## src/rtl/sync_fifo_param.sv

```systemverilog
// sync_fifo_param: parametrised single-clock FIFO with occupancy count,
// programmable almost-full/almost-empty thresholds, sticky overflow/underflow
// flags and an explicit read-valid strobe.
//
// Build option:
//   FIFO_FWFT_EN  defined   -> first-word-fall-through. o_rddata shows the
//                              head entry whenever the FIFO is non-empty, and
//                              o_rdvalid = !o_empty.
//                 undefined -> registered read with one cycle of latency
//                              (the default).
//
// Ports:
//   clk          clock; all logic is on the rising edge
//   rst          synchronous reset, active-high; takes priority over all inputs
//   i_wren       write request
//   i_wrdata     write data, captured when a write is accepted
//   i_rden       read (pop) request
//   i_clr_err    clears o_overflow and o_underflow
//   o_rddata     read data
//   o_rdvalid    o_rddata holds a newly popped word (standard mode),
//                or the head entry is valid (FWFT mode)
//   o_full       count == DEPTH
//   o_empty      count == 0
//   o_alm_full   count >= AF_THRESH
//   o_alm_empty  count <= AE_THRESH
//   o_count      current occupancy
//   o_overflow   sticky: a write was attempted while full and was not accepted
//   o_underflow  sticky: a read was attempted while empty
module sync_fifo_param #(
    parameter int unsigned DATA_W    = 128,
    parameter int unsigned DEPTH     = 16,
    parameter int unsigned AF_THRESH = DEPTH - 2,
    parameter int unsigned AE_THRESH = 2,
    parameter int unsigned CNT_W     = $clog2(DEPTH + 1)
) (
    input  logic              clk,
    input  logic              rst,
    input  logic              i_wren,
    input  logic [DATA_W-1:0] i_wrdata,
    input  logic              i_rden,
    input  logic              i_clr_err,
    output logic [DATA_W-1:0] o_rddata,
    output logic              o_rdvalid,
    output logic              o_full,
    output logic              o_empty,
    output logic              o_alm_full,
    output logic              o_alm_empty,
    output logic [CNT_W-1:0]  o_count,
    output logic              o_overflow,
    output logic              o_underflow
);

    localparam int unsigned PTR_W = $clog2(DEPTH);

    // Configuration is checked at elaboration time. A bad configuration stops the build.
    if (DEPTH < 4 || (DEPTH & (DEPTH - 1)) != 0) begin : g_bad_depth
        $fatal(1, "sync_fifo_param: DEPTH must be a power of two and at least 4");
    end
    if (!(AE_THRESH < AF_THRESH && AF_THRESH <= DEPTH)) begin : g_bad_thresh
        $fatal(1, "sync_fifo_param: thresholds must satisfy AE_THRESH < AF_THRESH <= DEPTH");
    end

    logic [DATA_W-1:0] mem [DEPTH];

    logic [PTR_W-1:0] wr_ptr_q, wr_ptr_d;
    logic [PTR_W-1:0] rd_ptr_q, rd_ptr_d;
    logic [CNT_W-1:0] count_q, count_d;
    logic             full_q, empty_q, alm_full_q, alm_empty_q;
    logic             ovf_q, ovf_d, udf_q, udf_d;
    logic             rd_acc, wr_acc;

    // A read is accepted only when the FIFO holds data. When the FIFO is full,
    // a write is still accepted if a read frees a slot in the same cycle.
    always_comb begin
        rd_acc   = i_rden & ~empty_q;
        wr_acc   = i_wren & (~full_q | rd_acc);
        wr_ptr_d = wr_acc ? wr_ptr_q + PTR_W'(1) : wr_ptr_q;
        rd_ptr_d = rd_acc ? rd_ptr_q + PTR_W'(1) : rd_ptr_q;
        count_d  = count_q + CNT_W'(wr_acc) - CNT_W'(rd_acc);
        // Setting an error flag wins over clearing it in the same cycle.
        ovf_d    = (i_wren & ~wr_acc) | (ovf_q & ~i_clr_err);
        udf_d    = (i_rden & empty_q) | (udf_q & ~i_clr_err);
    end

    // Status flags are registered from the next-state count, so they change
    // on the same edge as o_count.
    always_ff @(posedge clk) begin
        if (rst) begin
            wr_ptr_q    <= '0;
            rd_ptr_q    <= '0;
            count_q     <= '0;
            full_q      <= 1'b0;
            empty_q     <= 1'b1;
            alm_full_q  <= 1'b0;
            alm_empty_q <= 1'b1;
            ovf_q       <= 1'b0;
            udf_q       <= 1'b0;
        end else begin
            wr_ptr_q    <= wr_ptr_d;
            rd_ptr_q    <= rd_ptr_d;
            count_q     <= count_d;
            full_q      <= (count_d == CNT_W'(DEPTH));
            empty_q     <= (count_d == '0);
            alm_full_q  <= (count_d >= CNT_W'(AF_THRESH));
            alm_empty_q <= (count_d <= CNT_W'(AE_THRESH));
            ovf_q       <= ovf_d;
            udf_q       <= udf_d;
        end
    end

    // The storage array is not reset.
    always_ff @(posedge clk) begin
        if (!rst && wr_acc) begin
            mem[wr_ptr_q] <= i_wrdata;
        end
    end

`ifdef FIFO_FWFT_EN
    // The head entry is presented combinationally. Output zero while the FIFO is empty.
    always_comb begin
        o_rddata  = empty_q ? '0 : mem[rd_ptr_q];
        o_rdvalid = ~empty_q;
    end
`else
    logic [DATA_W-1:0] rddata_q;
    logic              rdvalid_q;

    always_ff @(posedge clk) begin
        if (rst) begin
            rddata_q  <= '0;
            rdvalid_q <= 1'b0;
        end else begin
            rdvalid_q <= rd_acc;
            if (rd_acc) begin
                rddata_q <= mem[rd_ptr_q];
            end
        end
    end

    always_comb begin
        o_rddata  = rddata_q;
        o_rdvalid = rdvalid_q;
    end
`endif

    always_comb begin
        o_full      = full_q;
        o_empty     = empty_q;
        o_alm_full  = alm_full_q;
        o_alm_empty = alm_empty_q;
        o_count     = count_q;
        o_overflow  = ovf_q;
        o_underflow = udf_q;
    end

endmodule

```

## config.mk

```make
export PLATFORM = sky130hd
export DESIGN_NAME = sync_fifo_param
export DESIGN_NICKNAME = d
export VERILOG_FILES = /design/src/rtl/sync_fifo_param.sv
export SDC_FILE = /design/constraint.sdc
export NUM_CORES = 2
export LEC_CHECK = 0
export CAP_MARGIN = 40
export CORE_AREA = 2 2 457 459
export CTS_CLUSTER_DIAMETER = 200
export DETAILED_ROUTE_END_ITERATION = 16
export DIE_AREA = 0 0 459 461
export SETUP_SLACK_MARGIN = 0.02
export SLEW_MARGIN = 20
export SYNTH_ARGS = -nofsm -noshare
export SYNTH_HDL_FRONTEND = slang
export SYNTH_SLANG_ARGS = --single-unit
```

## constraint.sdc

```tcl
create_clock -name clk -period 25.3 [get_ports clk]
set_input_delay 5.06 -clock clk [delete_from_list [all_inputs] [get_ports clk]]
set_output_delay 5.06 -clock clk [all_outputs]
set_load 0.01 [all_outputs]
```

==> key figures <==
Die
  • FP Rows: 167
  • Core area: a little over 200000 um^2
  • DIE AREA: about 210000 um^2
  • Die height: around 460 um
  • Die W: 459 um
  • Initial Util: 0.399
  • I/O pin cnt: between 200 and 300

STA
  • Setup-failing EPs final: 0
  • Fin. Hold Viols: 0
  • PnR worst setup slack: about 17 ns
  • Smallest hold slack: between 0.4 and 0.5 ns
  • Slew of the pin with the lowest slew margin: around 1.1 ns
  • Final min period: 8.61 ns
  • Slew margin rel.: 0.261
  • Final Cycle Share: 0.340
  • Fmax: 0.116 GHz
  • RSZ-0062 raised after global routing: no
  • Max Slew Vio Count: 0
  • Layout Skew: 0.0486 ns
  • Post-route setup TNS: 0 ns

Logic synthesis
  • Sequential area share after synthesis: 0.782
  • Mean Syn Cell Area: about 22 um^2
  • Yosys reg bits: between 2k and 2.5k
  • Ys Warns: 0
  • Distinct cells, synth: approximately 40
  • Cell count after synthesis: 3830
  • Syn_nets: slightly below 4k
  • Area of the mapped netlist: 82400 um^2

Clock network
  • CTS sink cnt: about 2.2k
  • Root buf cell: clkbuf_16
  • Post-CTS resize count: 0
  • H-tree depth: 4
  • Total CTS buffers: between 200 and 250
  • Clk pin slew, worst setup/hold paths: 0.05 ns
  • CTS tree: built
  • Clock Latency Late Sink: 0.85 ns
  • Post-CTS Hold Buffers: 0
  • Clock tree buffer depth: 3
  • Postcts setup bufs: 0

Routing
  • Metal3 WL: ~12000 um
  • DR vias: ~39k
  • WL final: ~200000 um
  • DRT Pass-1 Iters: 6
  • DRC Markers: 0
  • Routed wl met2: between 90000 and 100000 um
  • M1 wire length: between 80000 and 90000 um
  • Wire per inst: ~28 um
  • Detail Route Antenna Nets: 0
  • Detailed Route Iter0 Violations: ~3.4k
  • Max Used Layer: met5
  • Vias per cell: 5.54

Worst setup path
  • CP Data Required Time: 25.73 ns
  • Crit Path Class: input pin to flip-flop
  • Worst EP arrival: 9.04 ns
  • CP bufs+invs: 5
  • Worst-path cell chain: clkdlybuf4s50_1 > nand2b_1 > buf_4 > a211oi_1 > nand2_1 > nor2_4 > buf_4 > buf_4 > buf_4
  • Largest stage delay, worst path: roughly 0.74 ns
  • Top cell family by delay on the critical path: buffers and inverters
  • Startpoint Class: input pin
  • Setup crit end kind: flip-flop
  • Critical-path top delay cell: buf_4
  • Top cell by count, worst path: buf_4
  • Crit path max fanout: 44

Final layout
  • Most frequent cells in the layout: 2048 x edfxtp_1, 417 x mux2i_1, 366 x mux4_2
  • Nets@finish: approximately 4.3k
  • Register Area: ~64000 um^2
  • Multi-input gate area: 16700 um^2
  • Post-route cell area: approximately 96000 um^2
  • Layout cells sized above 1: 0.184
  • Synth-to-Final Area Change: 16.1%
  • Fillers: about 17k
  • Commonest non-fill, non-tap cell in the layout: edfxtp_1

Place
  • Placed wire-length estimate: 107000 um
  • Port-buffer cells: ~270
  • Post-Place Cell Area: ~89000 um^2
  • GP Congestion: ~0.72
  • Post-Place Setup Slack: between 15 and 20 ns

Pwr
  • Worst VDD drop: about 0.073 mV
  • Pwr dens: 86.7 nW/um^2
  • Leakage: between 0.02 and 0.03 uW

Global route
  • First-pass GRT wire length: around 290000 um
  • Initial antenna violation count: 25
  • Global router's overall resource usage: 0.185
  • Largest net degree at the start of global routing: 160
  • Number of global-route vias before repair: 40.1k
  • Total grt overflow: 0

Status
  • Status: complete, no violations

Run
  • Max-cap violation count: 0

Worst hold path
  • Worst hold-check path type: flip-flop to flip-flop
-- Yosys cell counts, drive strengths merged --
master | number | area, um^2
a21oi | 4 | 20.0
and2 | 2 | 12.5
ha | 10 | 125
a41o | 2 | 20.0
or3 | 1 | 6.26
clkbuf | 65 | 245
a32oi | 72 | 631
mux2 | 1 | 11.3
buf | 154 | 1110
o22ai | 1 | 6.26
a211oi | 4 | 30.0
nor2 | 63 | 236
nand4bb | 1 | 11.3
o21ai | 73 | 365
nand2 | 64 | 240
nand2b | 36 | 225
a32o | 32 | 320
a22oi | 169 | 1270
edfxtp | 2048 | 61500
nand4b | 2 | 17.5
a21o | 2 | 15.0
nor3 | 37 | 190
fa | 1 | 20.0
mux4 | 368 | 8300
o211ai | 23 | 173
a221oi | 1 | 15.0
xnor2 | 7 | 61.3
nand3 | 2 | 10.0
inv | 12 | 45.0
clkinv | 1 | 3.75
xor2 | 3 | 26.3
nor2b | 4 | 25.0
dfxtp | 148 | 2960
mux2i | 417 | 4170
-- flip-flops by register name (all words and copies together) (netlist names), 4 cells and up --
| name | count |
|---|---|
| o_rddata | 128 |
| rd_ptr_q | 4 |
| mem | 2048 |
| o_count | 5 |
| wr_ptr_q | 4 |
-- metrics by stage --
stage          utilization  instances  total power [uW]
6_report             0.463       7089              8290
4_1_cts              0.463       7077              8380
3_3_place_gp         0.426       6652              5220
5_1_grt              0.463       7086              8590
3_5_place_dp         0.429       6674              5240
2_1_floorplan            -       3830              4870
-- layer usage --
metal,up-vias,global-route usage
li1,16761,-
met1,21023,0.262
met2,1180,0.290
met3,273,0.0384
met4,12,0.0531
met5,-,0
-- power breakdown --
part,internal [uW],switching [uW],total [uW]
Combinational,463,530,994
Clock,1780,1360,3140
Sequential,4070,84.6,4160
Total,6320,1970,8290
-- path summary, 6_finish.rpt --
path                               end                       from  slack, ns  depth (start not counted)
max reg2reg  o_rddata[38]$_SDFFE_PP0P_   rd_ptr_q[0]$_SDFFE_PP0P_      20.68                          8
max              mem[11][31]$_DFFE_PP_                     i_rden      16.69                          9
min          o_rddata[34]$_SDFFE_PP0P_  o_rddata[34]$_SDFFE_PP0P_       0.47                          2
min reg2reg  o_rddata[34]$_SDFFE_PP0P_  o_rddata[34]$_SDFFE_PP0P_       0.47                          2
-- area by class of cell --
cell class	instances	share of cell area
multi-input cells	1402	0.175
clock inverters	89	0.00966
flip-flops and latches	2196	0.674
clock buffers	314	0.0634
diodes	7	0.000183
well taps	2704	0.0354
inverters	13	0.000588
repair buffers	364	0.0421
-- logic make-up after synthesis --
logic type,after synthesis,synth area share
muxes,786,0.151
and+or+nand+nor,212,0.0118
AOI/OAI and AO/OA,383,0.0348
xor gates and xnor gates,10,0.00106
buffers and inverters,232,0.0170
adders and majority gates,11,0.00176
DFF,2196,0.782
-- tightest hold or removal path: cells and delay by family (launching register included) --
kind	cells	cell delay, ns
compound gates	2	0.11
flops	1	0.33
No activity file was read; power rests on OpenSTA's default activity.
